$ cat src/rtl/mem_arbiter12_if.sv
// mem_arbiter12_if: requester and memory signal bundle for mem_arbiter12.
// Ports: p0_*/p1_* request side, mem_* memory side, busy/grant status.
// Modports: master = arbiter, slave = requesters plus memory.
interface mem_arbiter12_if #(
    parameter int ADDR_WIDTH = 24,
    parameter int DATA_WIDTH = 12
);
    logic                  p0_rd;
    logic                  p0_wr;
    logic [ADDR_WIDTH-1:0] p0_addr;
    logic [DATA_WIDTH-1:0] p0_wdata;
    logic                  p0_ack;
    logic [DATA_WIDTH-1:0] p0_rdata;
    logic                  p0_err;

    logic                  p1_rd;
    logic                  p1_wr;
    logic [ADDR_WIDTH-1:0] p1_addr;
    logic [DATA_WIDTH-1:0] p1_wdata;
    logic                  p1_ack;
    logic [DATA_WIDTH-1:0] p1_rdata;
    logic                  p1_err;

    logic                  mem_rd;
    logic                  mem_wr;
    logic [ADDR_WIDTH-1:0] mem_addr;
    logic [DATA_WIDTH-1:0] mem_wdata;
    logic                  mem_ack;
    logic [DATA_WIDTH-1:0] mem_rdata;

    logic                  busy;
    logic                  grant;

    modport master (
        input  p0_rd, p0_wr, p0_addr, p0_wdata,
        input  p1_rd, p1_wr, p1_addr, p1_wdata,
        input  mem_ack, mem_rdata,
        output p0_ack, p0_rdata, p0_err,
        output p1_ack, p1_rdata, p1_err,
        output mem_rd, mem_wr, mem_addr, mem_wdata,
        output busy, grant
    );

    modport slave (
        output p0_rd, p0_wr, p0_addr, p0_wdata,
        output p1_rd, p1_wr, p1_addr, p1_wdata,
        output mem_ack, mem_rdata,
        input  p0_ack, p0_rdata, p0_err,
        input  p1_ack, p1_rdata, p1_err,
        input  mem_rd, mem_wr, mem_addr, mem_wdata,
        input  busy, grant
    );
endinterface

$ cat src/rtl/mem_arbiter12.sv
// mem_arbiter12: two-port round-robin arbiter for the Computer12 memory bus.
// Ports: clk, rst (async, active-low), bus (mem_arbiter12_if.master).
// Option: define ARB_TIMEOUT_EN to abort WAIT after TIMEOUT cycles
// with rdata all ones and pN_err set; otherwise WAIT never times out.
module mem_arbiter12 #(
    parameter int ADDR_WIDTH = 24,
    parameter int DATA_WIDTH = 12,
    parameter int TIMEOUT    = 255
) (
    input logic            clk,
    input logic            rst,
    mem_arbiter12_if.master bus
);

    if (TIMEOUT < 1 || TIMEOUT > 255) begin : g_bad_timeout
        $error("mem_arbiter12: TIMEOUT must be 1..255");
    end

    typedef enum logic [1:0] {
        IDLE,
        ISSUE,
        WAIT,
        RESP
    } state_t;

    state_t state;

    // last_vld is clear until the first grant so that port 0
    // wins the first tie after reset even though last resets to 0.
    logic last;
    logic last_vld;

`ifdef ARB_TIMEOUT_EN
    localparam logic [7:0] TO_LAST = 8'(TIMEOUT - 1);
    logic [7:0] cnt;
`endif

    logic                  act0;
    logic                  act1;
    logic                  win;
    logic                  sel_wr;
    logic [ADDR_WIDTH-1:0] sel_addr;
    logic [DATA_WIDTH-1:0] sel_wdata;

    always_comb begin
        act0 = bus.p0_rd | bus.p0_wr;
        act1 = bus.p1_rd | bus.p1_wr;
        win  = act1;
        if (act0 && act1) begin
            win = last_vld ? ~last : 1'b0;
        end
        sel_wr    = win ? bus.p1_wr    : bus.p0_wr;
        sel_addr  = win ? bus.p1_addr  : bus.p0_addr;
        sel_wdata = win ? bus.p1_wdata : bus.p0_wdata;
    end

    always_ff @(posedge clk or negedge rst) begin
        if (!rst) begin
            state         <= IDLE;
            last          <= 1'b0;
            last_vld      <= 1'b0;
            bus.grant     <= 1'b0;
            bus.busy      <= 1'b0;
            bus.mem_rd    <= 1'b0;
            bus.mem_wr    <= 1'b0;
            bus.mem_addr  <= '0;
            bus.mem_wdata <= '0;
            bus.p0_ack    <= 1'b0;
            bus.p1_ack    <= 1'b0;
            bus.p0_err    <= 1'b0;
            bus.p1_err    <= 1'b0;
            bus.p0_rdata  <= '0;
            bus.p1_rdata  <= '0;
`ifdef ARB_TIMEOUT_EN
            cnt           <= '0;
`endif
        end else begin
            bus.mem_rd <= 1'b0;
            bus.mem_wr <= 1'b0;
            bus.p0_ack <= 1'b0;
            bus.p1_ack <= 1'b0;
            bus.p0_err <= 1'b0;
            bus.p1_err <= 1'b0;
            unique case (state)
                IDLE: begin
                    if (act0 || act1) begin
                        bus.grant     <= win;
                        last          <= win;
                        last_vld      <= 1'b1;
                        bus.mem_addr  <= sel_addr;
                        bus.mem_wdata <= sel_wdata;
                        // Write takes priority when rd and wr are both set.
                        bus.mem_wr    <= sel_wr;
                        bus.mem_rd    <= ~sel_wr;
                        bus.busy      <= 1'b1;
                        state         <= ISSUE;
                    end
                end
                ISSUE, WAIT: begin
                    // A real ack beats a timeout in the same cycle.
                    if (bus.mem_ack) begin
                        if (bus.grant) begin
                            bus.p1_rdata <= bus.mem_rdata;
                        end else begin
                            bus.p0_rdata <= bus.mem_rdata;
                        end
                        bus.p0_ack <= ~bus.grant;
                        bus.p1_ack <= bus.grant;
                        state      <= RESP;
                    end else if (state == ISSUE) begin
                        state <= WAIT;
`ifdef ARB_TIMEOUT_EN
                        cnt   <= '0;
`endif
                    end
`ifdef ARB_TIMEOUT_EN
                    else if (cnt == TO_LAST) begin
                        if (bus.grant) begin
                            bus.p1_rdata <= '1;
                        end else begin
                            bus.p0_rdata <= '1;
                        end
                        bus.p0_err <= ~bus.grant;
                        bus.p1_err <= bus.grant;
                        bus.p0_ack <= ~bus.grant;
                        bus.p1_ack <= bus.grant;
                        state      <= RESP;
                    end else begin
                        cnt <= cnt + 8'd1;
                    end
`endif
                end
                RESP: begin
                    bus.busy <= 1'b0;
                    state    <= IDLE;
                end
            endcase
        end
    end

endmodule
$ cat src/flat_wrapper.sv
// flat-port wrapper written by rule: the top's interface ports become plain ports
module mem_arbiter12_flat 
#(
    parameter int ADDR_WIDTH = 24,
    parameter int DATA_WIDTH = 12,
    parameter int TIMEOUT    = 255
)
  (clk, rst, bus_p0_rd, bus_p0_wr, bus_p0_addr, bus_p0_wdata, bus_p1_rd, bus_p1_wr, bus_p1_addr, bus_p1_wdata, bus_mem_ack, bus_mem_rdata, bus_p0_ack, bus_p0_rdata, bus_p0_err, bus_p1_ack, bus_p1_rdata, bus_p1_err, bus_mem_rd, bus_mem_wr, bus_mem_addr, bus_mem_wdata, bus_busy, bus_grant);
  mem_arbiter12_if #(.ADDR_WIDTH(ADDR_WIDTH), .DATA_WIDTH(DATA_WIDTH)) bus_i ();
  input logic clk;
  input logic rst;
  input wire logic [$bits(bus_i.p0_rd)-1:0] bus_p0_rd;
  input wire logic [$bits(bus_i.p0_wr)-1:0] bus_p0_wr;
  input wire logic [$bits(bus_i.p0_addr)-1:0] bus_p0_addr;
  input wire logic [$bits(bus_i.p0_wdata)-1:0] bus_p0_wdata;
  input wire logic [$bits(bus_i.p1_rd)-1:0] bus_p1_rd;
  input wire logic [$bits(bus_i.p1_wr)-1:0] bus_p1_wr;
  input wire logic [$bits(bus_i.p1_addr)-1:0] bus_p1_addr;
  input wire logic [$bits(bus_i.p1_wdata)-1:0] bus_p1_wdata;
  input wire logic [$bits(bus_i.mem_ack)-1:0] bus_mem_ack;
  input wire logic [$bits(bus_i.mem_rdata)-1:0] bus_mem_rdata;
  output wire logic [$bits(bus_i.p0_ack)-1:0] bus_p0_ack;
  output wire logic [$bits(bus_i.p0_rdata)-1:0] bus_p0_rdata;
  output wire logic [$bits(bus_i.p0_err)-1:0] bus_p0_err;
  output wire logic [$bits(bus_i.p1_ack)-1:0] bus_p1_ack;
  output wire logic [$bits(bus_i.p1_rdata)-1:0] bus_p1_rdata;
  output wire logic [$bits(bus_i.p1_err)-1:0] bus_p1_err;
  output wire logic [$bits(bus_i.mem_rd)-1:0] bus_mem_rd;
  output wire logic [$bits(bus_i.mem_wr)-1:0] bus_mem_wr;
  output wire logic [$bits(bus_i.mem_addr)-1:0] bus_mem_addr;
  output wire logic [$bits(bus_i.mem_wdata)-1:0] bus_mem_wdata;
  output wire logic [$bits(bus_i.busy)-1:0] bus_busy;
  output wire logic [$bits(bus_i.grant)-1:0] bus_grant;
  assign bus_i.p0_rd = bus_p0_rd;
  assign bus_i.p0_wr = bus_p0_wr;
  assign bus_i.p0_addr = bus_p0_addr;
  assign bus_i.p0_wdata = bus_p0_wdata;
  assign bus_i.p1_rd = bus_p1_rd;
  assign bus_i.p1_wr = bus_p1_wr;
  assign bus_i.p1_addr = bus_p1_addr;
  assign bus_i.p1_wdata = bus_p1_wdata;
  assign bus_i.mem_ack = bus_mem_ack;
  assign bus_i.mem_rdata = bus_mem_rdata;
  assign bus_p0_ack = bus_i.p0_ack;
  assign bus_p0_rdata = bus_i.p0_rdata;
  assign bus_p0_err = bus_i.p0_err;
  assign bus_p1_ack = bus_i.p1_ack;
  assign bus_p1_rdata = bus_i.p1_rdata;
  assign bus_p1_err = bus_i.p1_err;
  assign bus_mem_rd = bus_i.mem_rd;
  assign bus_mem_wr = bus_i.mem_wr;
  assign bus_mem_addr = bus_i.mem_addr;
  assign bus_mem_wdata = bus_i.mem_wdata;
  assign bus_busy = bus_i.busy;
  assign bus_grant = bus_i.grant;
  mem_arbiter12 #(.ADDR_WIDTH(ADDR_WIDTH), .DATA_WIDTH(DATA_WIDTH), .TIMEOUT(TIMEOUT)) u_core (.clk(clk), .rst(rst), .bus(bus_i));
endmodule
$ cat config.mk
export PLATFORM = sky130hd
export DESIGN_NAME = mem_arbiter12_flat
export DESIGN_NICKNAME = d
export VERILOG_FILES = /design/src/rtl/mem_arbiter12_if.sv /design/src/rtl/mem_arbiter12.sv /design/src/flat_wrapper.sv
export SDC_FILE = /design/constraint.sdc
export NUM_CORES = 1
export LEC_CHECK = 0
export CAP_MARGIN = 0
export CORE_ASPECT_RATIO = 0.5
export CORE_MARGIN = 2
export CORE_UTILIZATION = 35
export DETAILED_ROUTE_END_ITERATION = 6
export PLACE_DENSITY = 0.72
export SLEW_MARGIN = 20
export SYNTH_ARGS = -nofsm -noshare
export SYNTH_HDL_FRONTEND = slang
export SYNTH_SLANG_ARGS = --single-unit
$ cat constraint.sdc
create_clock -name clk -period 1.9 [get_ports clk]
set_input_delay 0.285 -clock clk [delete_from_list [all_inputs] [get_ports clk]]
set_output_delay 0.285 -clock clk [all_outputs]
set_load 0.01 [all_outputs]
==> results.txt, run 1 <==
Of all cell types, the one taking the most synthesized area is sky130_fd_sc_hd__dfrtp_1. Clock-pin slew was measured on the worst setup and hold paths at 0.06 ns. The number of nets at the end of the flow came out at 545. In this run the deepest clock path goes through 2 buffers. The effective utilization at floorplan came out at 35.5%. The standby leakage power came out at 0.00218 uW. The finished layout holds 573 standard cells, fillers aside. Across the run, the number of max-cap violations was 0.

The post-cts sizing count is 0. The clock tree from TritonCTS is yes. The number of ports placed on the die boundary is 159. The die outline area is 9530 sq um. The overall overflow remaining after global route is 0. Global routing used 18.7% of the available tracks. Before antenna repair, the detailed router went through 4 iterations.

The maximum operating frequency came out at 581 MHz. In this run the number of H-tree levels came out at 3. Traced cell by cell, the critical path runs through clkdlybuf4s50_1. The region available for standard cell placement spans 8590 sq um.

The number of rows created at floorplan is 24. In the post-synthesis netlist, the biggest area contributors are sky130_fd_sc_hd__dfrtp_1, sky130_fd_sc_hd__nand2_1, sky130_fd_sc_hd__a31oi_1. In this run the critical register-to-register path is captured at u_core.bus.p0_rdata[10]$_DFFE_PN0P_.

The warning count from the yosys run came out at 0. Input and output buffers added on the ports amount to 156. The worst setup path is of the reg -> out kind. Compared with the post-synthesis result, the final layout area differs by 67.3%.

In the final layout, flip-flops and latches occupy 1730 sq um. The endpoint required time on the critical path came out at 1.62 ns. The number of setup violations in the final report is 0. The worst setup path is launched from a flop. The number of placed instances, taps included came out at 556.

The synthesized netlist contains 27 unique library cells. The worst hold path belongs to the class in -> async. The count of inserted antenna diode cells is 0. The sequential element share of the synthesized area came out at 56.6%. Together, buffers and inverters on the worst path number 1. The actual transition at the worst max-transition pin came out at 0.510 ns. The worst path setup slack after routing came out at 0.179 ns. The number of nets with antenna violations after detailed routing came out at 0. The final-report hold violation count came out at 0. The total count of max-transition violations in the final report is 0.

On the worst path, the slowest cell contributes a delay of 0.60 ns. The largest net degree at the start of global routing is 38. The post-detailed-routing wire length is 8440 microns. The remaining design rule violation count came out at 0. The critical path arrival came out at 1.44 ns. The filler cells instantiated in the layout total 738.

The detail-routed net length per standard cell is 14.7 microns. The count of routing violations after the opening detailed-route iteration came out at 124. The total negative setup slack came out at 0 ns. The worst-case setup slack after placement came out at 0.124 ns. The share of layout cells above drive strength 1 is 11.8%. The vertical die dimension is 70.0 microns.

The top-area cell type share of the netlist area came out at 56.6%. The instance count of the mapped netlist came out at 293. The startpoint of the worst-slack reg-to-reg timing path is u_core.state[0]$_DFFE_PN0P_. The number of antenna violations at the first check in global routing came out at 0. The later pin in the worst-skew pair is clocked with a latency of 0.33 ns. Setup repair after global routing left no endpoint under its margin. The number of vias after detailed routing is 2663. Across the VDD grid, the largest voltage drop is 765 uV. The via count of the first global-routing pass is 2711. In this run the power density over the cells is 1670 nW/um^2.

The mapped netlist covers 3050 sq um. In this run, CTS created clock tree buffers numbering 9. The tree built by TritonCTS fans out to 69 sinks. The placer's final routability congestion estimate is 0.784.

The flow ran to the end, and the final reports show no timing, DRC or antenna violations. The number of register bits inferred by synthesis is 69. The final hold slack is 0.493 ns. On the critical path the largest part of the delay comes from buffers and inverters. The horizontal die dimension is 136 microns. The tree is rooted in a sky130_fd_sc_hd__clkbuf_16. The sum of net half-perimeters after detailed placement came out at 6040 microns. Headroom to the max-slew limit came out at 66.0%. Counting cells, the worst reg-to-reg path comes to 6. The worst-case register-to-register setup slack came out at 0.19 ns.

After layout, the minimum clock period comes to 1.72 ns. In the final layout, the multi-input gates occupy 1170 sq um. The finished cells cover 5110 sq um. The routed via count divided by cell count came out at 4.65. The worst setup path is captured at an output pin. The slowest stage of the critical path is the sky130_fd_sc_hd__clkdlybuf4s50_1 cell. The total cell area at the placement stage came out at 4770 sq um. The worst clock skew on the final layout is 0.00352 ns.

The mean post-synth cell area came out at 10.4 sq um. The global-route wire length before repair came out at 13700 microns. After layout, the worst path uses 90.6% of the clock period. The highest net fanout along the worst path is 6.
-- registers in the layout, summed over array words and instances (netlist names) --
name / flops
u_core.bus.p1_rdata: 12
u_core.bus.p0_rdata: 12
u_core.state: 2
u_core.last_vld: 1
u_core.bus.mem_addr: 24
u_core.bus.mem_wdata: 12
u_core.bus.grant: 1
u_core.bus.p1_ack: 1
u_core.bus.p0_ack: 1
u_core.bus.mem_wr: 1
u_core.bus.mem_rd: 1
u_core.bus.busy: 1
-- power breakdown --
part / internal, uW / switching [uW]
Combinational: 2350 / 1730
Clock: 1150 / 672
Sequential: 2210 / 396
-- worst max path at each step --
stage,from,end,slack [ns],cells past startpoint
after global routing,u_core.state[0]$_DFFE_PN0P_,u_core.bus.p0_rdata[8]$_DFFE_PN0P_,0.12,6
after floorplan,u_core.state[0]$_DFFE_PN0P_,u_core.bus.p0_rdata[10]$_DFFE_PN0P_,0.24,7
after global placement,bus_p1_wr,u_core.bus.mem_addr[3]$_DFFE_PN0P_,0.17,6
after CTS,u_core.bus.grant$_DFFE_PN0P_,bus_grant,0.18,1
final,u_core.bus.grant$_DFFE_PN0P_,bus_grant,0.18,1
after detailed placement,bus_p1_wr,u_core.bus.mem_addr[2]$_DFFE_PN0P_,0.12,6
-- what timing repair did --
action	CTS	global route
hold endpoints to repair	18	0
endpoints found under the setup margin	0	0
hold buffers	1	0
setup buffers	0	0
-- placed cells by master, fill, tap and decap left out, types with 4 or more instances in the layout --
| cell | Yosys | final |
|---|---|---|
| sky130_fd_sc_hd__clkbuf_16 | 0 | 9 |
| sky130_fd_sc_hd__a31oi_1 | 36 | 36 |
| sky130_fd_sc_hd__inv_1 | 5 | 5 |
| sky130_fd_sc_hd__mux2_4 | 9 | 9 |
| sky130_fd_sc_hd__clkinvlp_4 | 0 | 4 |
| sky130_fd_sc_hd__nor2_1 | 40 | 40 |
| sky130_fd_sc_hd__clkdlybuf4s50_1 | 0 | 155 |
| sky130_fd_sc_hd__buf_12 | 0 | 7 |
| sky130_fd_sc_hd__dfrtp_1 | 69 | 69 |
| sky130_fd_sc_hd__nand2_1 | 75 | 75 |
| sky130_fd_sc_hd__mux2_2 | 15 | 15 |
-- synthesized netlist by cell type, drive strengths merged --
cell and count:
nand2 75, inv 5, nand3b 1, nand3 2, a22o 2, mux2 24
dfrtp 69, o21ai 3, o22a 1, or2 1, a21oi 2, o22ai 1
nor2b 1, nor3b 1, a21boi 1, a22oi 1, conb 1, a31oi 36
buf 20, nand2b 1, nor2 41, ha 3, nor3 1
-- through the flow --
stage | total power, uW | util [%]
2_1_floorplan | 4680 | -
3_3_place_gp | 6660 | 55.6
3_5_place_dp | 6770 | 55.6
4_1_cts | 8630 | 59.5
5_1_grt | 9060 | 59.5
6_report | 8520 | 59.5
-- metal layers --
metal  vias to the layer above  share of wire [%]  track usage [%]
met1                      1275                 42             22.1
li1                       1304                  -                -
met5                         -                  0                0
met3                        20                4.2             4.65
met4                         0                2.2             8.10
met2                        64                 51             32.4
-- cell type report --
cell class	count	share of cell area, %
repair buffers	166	33.7
multi-input cells	200	22.9
inverters	5	0.367
flip-flops and latches	69	33.8
clock inverters	7	1.93
clock buffers	9	4.41
well taps	117	2.87
-- logic make-up after synthesis --
kind of cell | count (synthesis) | share of synthesized area (%)
multiplexers | 24 | 9.96
adder cells (fa/ha/maj) | 3 | 1.23
AO/OA/AOI/OAI | 47 | 10.2
buffers and inverters | 25 | 5.57
other | 1 | 0.123
flip-flops | 69 | 56.6
AND/OR/NAND/NOR | 124 | 16.4
Note: power is estimated with default switching activity, not from simulation.
==> run 2, diff against run 1 <==
- PLACE_DENSITY: 0.72 -> 0.8
==> results.txt, run 2 (synthesized netlist as in run 1, its figures left out) <==
The met2 track demand over resource in global routing is 35.9% (+3.5 points). The largest voltage drop on the vdd net came out at 662 uV (-13%). The flow ran to the end, and the final reports show no timing, DRC or antenna violations. The worst clock skew on the final layout came out at 0.00527 ns (+0.00175 ns).

The CTS clock-pin slew for the worst setup and hold paths is 0.06 ns (about the same). The final critical-path required period came out at 1.70 ns (-0.0190 ns). The biggest cell delay along the critical path is 0.62 ns (+0.02 ns). For this design, the slowest cell found on the critical path is sky130_fd_sc_hd__clkdlybuf4s50_1. The number of nets at the end of the flow came out at 545 (unchanged).

The overall overflow remaining after global route is 0 (unchanged). The core box area was 8590 sq um (unchanged). In the layout the commonest cells are sky130_fd_sc_hd__clkdlybuf4s50_1, sky130_fd_sc_hd__nand2_1, sky130_fd_sc_hd__dfrtp_1, sky130_fd_sc_hd__nor2_1, sky130_fd_sc_hd__a31oi_1. The synthesis-to-layout area growth came out at 66.6%.

The type of origin of the critical path is a flop. The maximum level of the CTS H-tree came out at 3 (unchanged). The final standard cell area without fillers came out at 5090 sq um (-0.42%).

The horizontal die dimension is 136 microns (unchanged). The maximum operating frequency is 587 MHz (+1.1%). The number of buffers and inverters on the critical path was 1 (unchanged). The number of vias after detailed routing is 2660 (-0.11%). The critical path in this run is classified as reg -> out.

The routed via count divided by cell count came to 4.64 (-0.11%). TritonCTS built the clock tree. The share of layout cells above drive strength 1 is 11.8% (unchanged).

The vertical die dimension is 70.0 microns (unchanged). The standby leakage power came out at 0.00218 uW (+0.12%). Counting flops per register, the top entry is u_core.bus.mem_addr.

The detail-routed net length per standard cell came to 15.9 microns (+7.7%). The remaining design rule violation count is 0 (unchanged). The first-pass detailed-route iteration total was 5 (+1).

The cell sitting at the root of the clock tree is a sky130_fd_sc_hd__clkbuf_16. The number of buffers added by the clock tree synthesis step came out at 9 (unchanged). The number of rows created at floorplan came to 24 (unchanged).

The global-route wire length before repair came to 14300 microns (+4.8%). The power per cell area is 1670 nW/um^2 (+0.25%). The final-report hold violation count came out at 0 (unchanged). The highest net fanout along the worst path came to 6 (unchanged).

The count of port buffers added during placement is 156 (unchanged). The via count of the first global-routing pass is 2757 (+1.7%). The endpoint required time on the critical path came out at 1.62 ns (about the same). The count of routing violations after the opening detailed-route iteration came out at 180 (+45%). The post-detailed-routing wire length was 9090 microns (+7.7%). The number of antenna violations at the first check in global routing came to 0 (unchanged).

The clock latency of the later-clocked register in the worst-skew pair came out at 0.33 ns (about the same). The signal on the critical path passes through clkdlybuf4s50_1. The number of max-capacitance violations reported is 0 (unchanged). The final hold slack came out at 0.367 ns (-0.126 ns). The largest net degree at the start of global routing came to 74 (+95%). Setup repair after global routing left no endpoint under its margin. The total clock sinks came out at 69 (unchanged).

The number of nets with antenna violations after detailed routing came out at 0 (unchanged). The routing usage on met3 came out at 5.59% (+0.94 points). STA classifies the critical path endpoint as an output pin. The die outline area came out at 9530 sq um (unchanged).

The flip-flop count of the largest register after layout came to 24 (unchanged). The global routing stage identified its most utilized layer as met2. The maximum number of buffers from clock root to sink came out at 2 (unchanged). The global-route usage over all layers came out at 19.9% (+1.2 points). The count of inserted antenna diode cells is 0 (unchanged). The placer's final routability congestion estimate is 0.807 (+2.9%). The post-cts sizing count is 0 (unchanged).

The total negative setup slack came out at 0 ns (unchanged). The number of setup violations in the final report is 0 (unchanged). The library cell used most frequently in the layout, excluding fill and tap cells, is sky130_fd_sc_hd__clkdlybuf4s50_1. The number of ports placed on the die boundary came to 159 (unchanged).

The total cell area at the placement stage is 4760 sq um (-0.26%). The met1 capacity usage during global routing came out at 21.4% (-0.74 points). The path type of the worst min-delay path is in -> async.

The critical path arrival came out at 1.42 ns (-0.02 ns). The sum of net half-perimeters after detailed placement came out at 6440 microns (+6.7%). The period utilization came out at 89.6% (-1.0 points). The cell type group with the largest total delay on the critical path is buffers and inverters. The effective utilization at floorplan is 35.5% (unchanged). The total count of max-transition violations in the final report is 0 (unchanged).
[run 2: per-stage QoR]
stage	setup slack [ns]	utilization, %	total power, uW	std cells
final	0.198	59.2	8500	573
after global routing	0.120	59.2	8970	573
after CTS	0.191	59.2	8560	573
after detailed placement	0.0908	55.4	6740	556
after global placement	0.189	55.4	6620	556
after floorplan	0.240	-	4680	294
[run 2: final timing paths]
kind / from / endpoint / slack [ns] / cells past startpoint
setup / recovery: u_core.bus.grant$_DFFE_PN0P_ / bus_grant / 0.20 / 1
hold / removal: rst / u_core.bus.mem_addr[6]$_DFFE_PN0P_ / 0.37 / 2
setup reg to reg: u_core.state[0]$_DFFE_PN0P_ / u_core.bus.p0_rdata[5]$_DFFE_PN0P_ / 0.22 / 6
hold reg to reg: u_core.last_vld$_DFFE_PN0P_ / u_core.last_vld$_DFFE_PN0P_ / 0.50 / 1
max in group asynchronous: rst / u_core.bus.p1_rdata[6]$_DFFE_PN0P_ / 0.93 / 3
min in group clk: u_core.last_vld$_DFFE_PN0P_ / u_core.last_vld$_DFFE_PN0P_ / 0.50 / 1
[run 2: repair_timing]
item                                   in CTS  in global routing
setup buffers                               0                  0
endpoints found under the hold margin       8                  0
hold buffers                                1                  0
[run 2: report_power, final]
part | total [uW] | leakage (uW) | internal (uW) | switching [uW]
clock network | 1770 | 0.000151 | 1140 | 634
logic | 4110 | 0.00123 | 2330 | 1790
registers | 2610 | 0.000796 | 2210 | 400
[run 2: routing by layer]
metal	vias up	wire length, microns	part of all wire [%]
li1	1298	-	-
met1	1268	3480	38
met2	63	4860	53
met3	31	393	4.3
met4	0	359	4.0
met5	-	0	0
[run 2: final cells by class]
cell class | count | area (sq um)
clock buffer | 9 | 225
clock inverter | 7 | 90.1
fill | 717 | 3500
inverter | 5 | 18.8
multi-input combinational | 200 | 1170
sequential | 69 | 1730
tap | 117 | 146
timing repair buffer | 166 | 1710
==> run 3, diff against run 2 <==
- ABC_AREA: unset -> 1
- CAP_MARGIN: 0 -> 20
- PLACE_DENSITY: 0.8 -> 0.78
==> results.txt, run 3 <==
The largest voltage drop on the vdd net is 817 uV (+23%). The largest individual stage delay along the critical path comes from the cell sky130_fd_sc_hd__clkdlybuf4s50_1. The mux contribution to synthesized area is 0% (-10 points).

The flip-flop cell with the highest count after synthesis is sky130_fd_sc_hd__dfrtp_1. The post-detailed-routing wire length came out at 9780 microns (+7.6%). The core box area is 9450 sq um (+10%). The count of port buffers added during placement came to 156 (unchanged). The total cell area at the placement stage came out at 5140 sq um (+7.9%). The number of inserted filler cells in the final layout was 853 (+19%).

The maximum operating frequency is 633 MHz (+7.8%). The maximum number of buffers from clock root to sink is 2 (unchanged). The period utilization came out at 83.1% (-6.5 points).

The final critical-path required period came out at 1.58 ns (-0.123 ns). The number of register bits inferred by synthesis is 69 (unchanged). The vertical die dimension was 73.8 microns (+5.3%).

The first-pass detailed-route iteration total was 4 (-1). The total standard cell area after synthesis is 3410 sq um (+12%). The flip-flop count of the largest register after layout came out at 24 (unchanged). The highest net fanout along the worst path came out at 4 (-2). The instance count of the mapped netlist came to 454 (+55%). The total clock sinks is 69 (unchanged). In this run the most used layer during global routing was met2. The global-route wire length before repair is 16000 microns (+12%). The commonest cells after synthesis are sky130_fd_sc_hd__nand2_1, sky130_fd_sc_hd__inv_1, sky130_fd_sc_hd__nand3_1, sky130_fd_sc_hd__dfrtp_1, sky130_fd_sc_hd__o21ai_0. The total negative setup slack came out at 0 ns (unchanged). The horizontal die dimension is 144 microns (+5.5%). TritonCTS built the clock tree. The sequential element share of the synthesized area is 50.7% (-5.9 points). Counting flops per register, the top entry is u_core.bus.mem_addr. The total count of max-transition violations in the final report is 0 (unchanged). The via count of the first global-routing pass is 3378 (+23%).

The count of inserted antenna diode cells came out at 0 (unchanged). The maximum level of the CTS H-tree is 3 (unchanged). The warning count from the yosys run is 0 (unchanged). The number of placed instances, taps included was 735 (+32%). The power per cell area came out at 1560 nW/um^2 (-6.9%).

The mean post-synth cell area came to 7.50 sq um (-28%). The share of the synthesized area in compound gates (AO/OA/AOI/OAI) is 4.41% (-5.8 points). The worst clock skew on the final layout is 0.00416 ns (-0.00112 ns).

The post-cts sizing count came out at 0 (unchanged). The overall overflow remaining after global route is 0 (unchanged). Grouping stages by cell kind, the critical path spends the most delay in buffers and inverters. The number of nets with antenna violations after detailed routing came out at 0 (unchanged). The number of vias after detailed routing came out at 3359 (+26%). The share of layout cells above drive strength 1 is 6.16% (-5.7 points). Setup repair after global routing left no endpoint under its margin. The remaining design rule violation count was 0 (unchanged).

The worst setup path is launched from a flop. The detail-routed net length per standard cell came out at 13.0 microns (-18%). Leaving out fill and tap cells, the most frequent cell in the layout is sky130_fd_sc_hd__clkdlybuf4s50_1.

The fraction of power consumed by the clock network is 22.7% (+1.8 points). The met2 track demand over resource in global routing is 35.9% (about the same). The routed via count divided by cell count is 4.47 (-3.8%).

The post-synthesis adder-cell area fraction is 1.10% (-0.13 points). The total setup buffers inserted after CTS is 0 (unchanged). Ranked by total cell area, the synthesized netlist is headed by sky130_fd_sc_hd__dfrtp_1, sky130_fd_sc_hd__nand2_1, sky130_fd_sc_hd__nand3_1. By area, the combinational part of the netlist is dominated by simple AND/OR/NAND/NOR gates. The routing usage on met3 is 4.82% (-0.77 points). The count of routing violations after the opening detailed-route iteration is 196 (+8.9%). The async set or reset register ratio after synthesis was 100% (unchanged). The synthesis-to-layout area growth is 61.4%. The final-report hold violation count came to 0 (unchanged). The critical path arrival is 1.29 ns (-0.13 ns). The number of enable flip-flop cells after synthesis is 0 (unchanged).

The signal on the critical path passes through clkdlybuf4s50_1. The standby leakage power came out at 0.00286 uW (+32%). The placer's final routability congestion estimate is 0.814 (+0.95%). The number of rows created at floorplan was 25 (+4.2%).

The library cells used most frequently in the layout, excluding fill and tap cells, are sky130_fd_sc_hd__clkdlybuf4s50_1, sky130_fd_sc_hd__nand2_1, sky130_fd_sc_hd__inv_1, sky130_fd_sc_hd__nand3_1, sky130_fd_sc_hd__dfrtp_1. The biggest cell delay along the critical path is 0.57 ns (-0.05 ns). The path type of the worst min-delay path is in -> async.

The simple-gate area share of the yosys netlist is 28.3% (+12 points). The largest net degree at the start of global routing is 39 (-47%). The die outline area came out at 10600 sq um (+11%).

The sum of net half-perimeters after detailed placement came out at 7040 microns (+9.4%). The xor-xnor portion of the synthesized cell area came out at 0% (unchanged). The count of cell types in the netlist came out at 18 (-33%). The most common cell in the synthesized netlist is sky130_fd_sc_hd__nand2_1. The effective utilization at floorplan is 36.1% (+0.51 points). The number of buffers and inverters on the critical path came out at 1 (unchanged). The endpoint required time on the critical path is 1.62 ns (about the same).

The tree is rooted in a sky130_fd_sc_hd__clkbuf_16. The number of buffers added by the clock tree synthesis step came to 9 (unchanged). The total area of sequential cells came to 1730 sq um (unchanged). The clock latency of the later-clocked register in the worst-skew pair came to 0.33 ns (about the same).

The run finished with clean final reports. The worst setup path is captured at an output pin. The combinational power share is 47.1% (-1.3 points).

The number of setup violations in the final report came out at 0 (unchanged). The number of antenna violations at the first check in global routing came out at 0 (unchanged). The number of max-capacitance violations reported is 0 (unchanged).

The met1 capacity usage during global routing came to 22.4% (+1.0 points). The largest total area in the synthesized netlist belongs to sky130_fd_sc_hd__dfrtp_1. The top-area cell type share of the netlist area came out at 50.7% (-5.9 points). The CTS clock-pin slew for the worst setup and hold paths is 0.05 ns (about the same). The share of power burned in registers was 30.2% (-0.5 points). The global-route usage over all layers is 19.5% (-0.35 points). The switching power of the nets was 3010 uW (+6.8%). The switching share of total power came to 35.3% (+2.1 points). The worst setup path is of the reg -> out kind.

The area of the multi-input gates is 1170 sq um (-0.43%). The count of non-filler cells in the finished layout came out at 752 (+31%). The final standard cell area without fillers is 5500 sq um (+8.0%). The number of nets at the end of the flow came out at 706 (+30%). The number of ports placed on the die boundary came out at 159 (unchanged). The internal portion of total power is 5530 uW (-2.5%).
run 3: changes by cell type in the layout (fill, tap and decap cells not counted), sizes merged, moves of 6 or more:
cell,before,now
inv,5,95
nand2,75,149
nand3,2,74
a31oi,36,0
nor2,41,6
o21ai,3,28
mux2,24,0
buf,10,16
run 3: power by group through the flow:
| stage | clock (uW) | combinational [uW] | sequential [uW] |
|---|---|---|---|
| finish | 1940 | 4030 | 2580 |
| CTS | 1970 | 4080 | 2590 |
| global placement | 0 | 3950 | 2580 |
| global route | 2060 | 4440 | 2670 |
| floorplan | 0 | 1630 | 2880 |
| detailed placement | 0 | 4050 | 2590 |
run 3: worst paths after layout:
check | startpoint | endpoint | slack, ns | depth (start not counted)
min in group clk | u_core.last_vld$_DFFE_PN0P_ | u_core.last_vld$_DFFE_PN0P_ | 0.47 | 1
hold reg to reg | u_core.last_vld$_DFFE_PN0P_ | u_core.last_vld$_DFFE_PN0P_ | 0.47 | 1
max in group asynchronous | rst | u_core.bus.p0_rdata[0]$_DFFE_PN0P_ | 0.75 | 4
hold / removal | rst | u_core.bus.mem_addr[21]$_DFFE_PN0P_ | 0.44 | 2
setup reg to reg | u_core.state[0]$_DFFE_PN0P_ | u_core.bus.p0_rdata[11]$_DFFE_PN0P_ | 0.36 | 8
setup / recovery | u_core.bus.grant$_DFFE_PN0P_ | bus_grant | 0.32 | 1
run 3: cells by family after synthesis:
family,count (synthesis)
AND/OR/NAND/NOR,230
buffers and inverters,121
flip-flops,69
AO/OA/AOI/OAI,30
adder cells (fa/ha/maj),3
other,1
run 3: routing by layer:
metal  part of all wire, %  wire (microns)
met5                     0               0
met4                   1.7             170
met3                   4.1             405
met2                    53            5150
met1                    41            4060
run 3: what timing repair did:
action / 4_1_cts / 5_1_grt
endpoints found under the setup margin: 0 / 0
hold buffers: 1 / 0
hold endpoints to repair: 16 / 0
run 3: through the flow:
| step | hold slack [ns] | setup slack (ns) | utilization (%) | total power (uW) |
|---|---|---|---|---|
| floorplan | -0.0106 | 0.419 | - | 4520 |
| global placement | 0.255 | 0.266 | 54.4 | 6530 |
| detailed placement | 0.268 | 0.188 | 54.4 | 6630 |
| CTS | 0.455 | 0.298 | 58.2 | 8640 |
| global route | 0.489 | 0.200 | 58.2 | 9170 |
| finish | 0.436 | 0.320 | 58.2 | 8550 |
run 3: final cells by class:
type / count / area share [%]
repair buffers: 172 / 31.5
flip-flops and latches: 69 / 31.4
multi-input cells: 265 / 21.2
inverters: 95 / 6.49
clock buffers: 10 / 4.35
well taps: 135 / 3.07
clock inverters: 6 / 2.00
==> RTL edit, RTL diff (settings of run 2) <==
Add a define of `ARB_TIMEOUT_EN`.
--- a/src/rtl/mem_arbiter12.sv
+++ b/src/rtl/mem_arbiter12.sv
@@ -4,2 +4,4 @@
 // with rdata all ones and pN_err set; otherwise WAIT never times out.
+`define ARB_TIMEOUT_EN
+
 module mem_arbiter12 #(
Check against the original RTL: no difference found for any inputs over 10 cycles, from zero or initial values and one cycle with rst low; that may be too few to reach the edited logic, so the function may still have changed.
==> RTL edit against run 2 <==
Wire length is 6.9% higher. Maximum frequency is 3.5% lower. Sequential cell count is 10 higher. Final cell count is 11% higher. Core utilization is 2.2 points lower. Clock power is 7% higher. First-iteration DRC count is 2.2% lower. Area after synthesis is 24% higher. Register-to-register slack worse by 80 ps. Final area is 16% higher. Total power is 9.2% higher. Largest power group unchanged. Critical path type is now reg2reg. Setup slack worse by 62 ps. Count of clock-buffer cells in the layout is 3 higher.
==> RTL edit: results (changes against run 2) <==
- Status: complete, no violations (unchanged).
- The initial antenna violation count is 0 (unchanged).
- The part of the Yosys area used for sequential elements came to 0.524 (was 0.566).
- The H-tree level count was 3 (unchanged).
- The register-to-register path setup slack came to 140 ps (was 220 ps).
- The post-route clock skew came to 6.21 ps (was 5.27 ps).
- The number of flip-flops under the largest register name was 24 (unchanged).
- The reg-to-reg critical path startpoint is u_core.state[0] (unchanged).
- The standard-cell row count came to 26 (was 24).
- The leakage dissipation is 2.54 nW (was 2.18 nW).
- The number of warnings reported in the yosys synthesis log came to 0 (unchanged).
- The signal arrival time at the worst endpoint is 1980 ps (was 1420 ps).
- The capture instance of the worst register-to-register path is u_core.cnt[3] (was u_core.bus.p0_rdata[5]).
- The number of buffers added by the clock tree synthesis step is 9 (unchanged).
- The first-pass GRT wire length is 15700 µm (was 14300 µm).
- The number of fill cells in the layout is 890 (was 717).
- The maximum buffer depth of the clock tree is 2 (unchanged).
- The count of cells along the worst register-to-register path was 6 (unchanged).
- The number of nets in the final layout is 587 (was 545).
- The largest register by flop count is u_core.bus.mem_addr (unchanged).
- The all-layer global routing usage was 0.173 (was 0.199).
- The maximum net fanout on the critical path came to 8 (was 6).
- The post-synth net total is 424.
- For the pin with the worst max-slew slack, the measured transition is 662 ps.
- The count of routing violations after the opening detailed-route iteration is 176 (was 180).
- The number of gates resized after cts was 0 (unchanged).
- The share of synthesized registers carrying an async set or reset came to 1.00 (unchanged).
- The prevailing post-synth register cell is dfrtp_1 (unchanged).
- The class of the tightest hold or removal check is in2async (unchanged).
- List of most frequent post-synthesis cells: 79 x dfrtp_1, 42 x nand2_1, 36 x mux2i_1 (was 75 x nand2_1, 69 x dfrtp_1, 40 x nor2_1).
- The number of diodes came to 0 (unchanged).
- The largest net degree at the start of global routing is 41 (was 74).
- The highest ir drop seen on vdd is 0.000800 V (was 0.000662 V).
- The CTS clock-pin slew for the worst setup and hold paths came to 60 ps (about the same).
- The average vias per placed instance is 4.79 (was 4.64).
- The via count of the first global-routing pass is 3131 (was 2757).
- The share of final-layout standard cells stronger than drive strength 1 is 0.115 (was 0.118).
- The last weighted congestion value of the routability-driven placer is 0.855 (was 0.807).
- The average wire per standard cell was 15.3 µm (was 15.9 µm).
- The master cell of the clock root buffer is clkbuf_16 (unchanged).
- The number of port buffers is 158 (was 156).
- The post-DP HPWL is 7170 µm (was 6440 µm).
- Cell types occupying the most area after synthesis: dfrtp_1 52%, mux2i_1 9.6%, a2bb2oi_2 7.2% (was dfrtp_1 57%, nand2_1 9.2%, a31oi_1 7.4%).
- The minimum setup slack after placement is 130 ps (was 90.8 ps).
- The source-to-sink clock delay at the later pin of the worst-skew pair came to 330 ps (about the same).
- The distinct cell type count of the synthesized netlist is 42 (was 27).
- The iteration count of the initial detailed-routing pass is 4 (was 5).
## RTL edit: changes by cell type after synthesis, sizes merged, moves of 25 or more
cell,delta
a2bb2oi,+25
mux2i,+36
a31oi,-34
o21ai,+38
nor2,-31
nand2,-33
## RTL edit: logic make-up after synthesis
| kind of cell | Yosys count | synth area share |
|---|---|---|
| DFF | 79 | 0.524 |
| and+or+nand+nor | 94 | 0.126 |
| muxes | 37 | 0.0995 |
| AOI/OAI and AO/OA | 86 | 0.185 |
| buffers and inverters | 27 | 0.0481 |
| adders and majority gates | 5 | 0.0166 |
## RTL edit: layer usage
layer  GRT usage  up-vias  part of all wire
met3      0.0471       16             0.047
met5           0        -                 0
met1       0.203     1467              0.41
li1            -     1490                 -
met4      0.0626        0             0.021
met2       0.306       71              0.52
## RTL edit: through the flow
step,hold slack (ps),cell area [µm²],util,cells
floorplan,-10.6,3770,-,328
CTS,397,5880,0.569,634
global placement,212,5540,0.536,618
global route,412,5900,0.571,635
finish,398,5900,0.571,635
detailed placement,211,5540,0.536,618
## RTL edit: worst max-delay path by stage
stage / from / end / slack [ps] / depth (start not counted)
after global routing: u_core.state[1] / u_core.cnt[3] / 10 / 6
after detailed placement: bus_p0_wr / u_core.bus.mem_addr[4] / 130 / 6
after floorplan: u_core.state[0] / u_core.cnt[3] / 220 / 8
after CTS: u_core.cnt[0] / u_core.bus.p1_rdata[7] / 120 / 6
after global placement: bus_p0_wr / u_core.bus.mem_wdata[1] / 140 / 6
final: u_core.state[0] / u_core.cnt[3] / 140 / 6
## RTL edit: where the power goes
group,switching (mW),internal (mW)
Sequential,0.457,2.42
Combinational,2.01,2.50
Clock,0.647,1.25
Total,3.11,6.17
## RTL edit: repair_timing
item | 4_1_cts | 5_1_grt
endpoints found under the hold margin | 23 | 0
buffers inserted | 0 | 1
endpoints found under the setup margin | 0 | 1
hold buffers | 1 | 0
## RTL edit: cell type report
| type | instances | area share |
|---|---|---|
| clock buffers | 12 | 0.0451 |
| inverters | 8 | 0.00509 |
| multi-input cells | 222 | 0.275 |
| clock inverters | 3 | 0.0110 |
| well taps | 140 | 0.0297 |
| repair buffers | 171 | 0.299 |
| flip-flops and latches | 79 | 0.335 |
## RTL edit: critical path, stage by stage (launching register included)
cell and delay, ps:
dfrtp_1 380, inv_1 60, ha_1 380, nand2b_1 160
a21oi_2 210, nand4_1 150, mux2_4 310
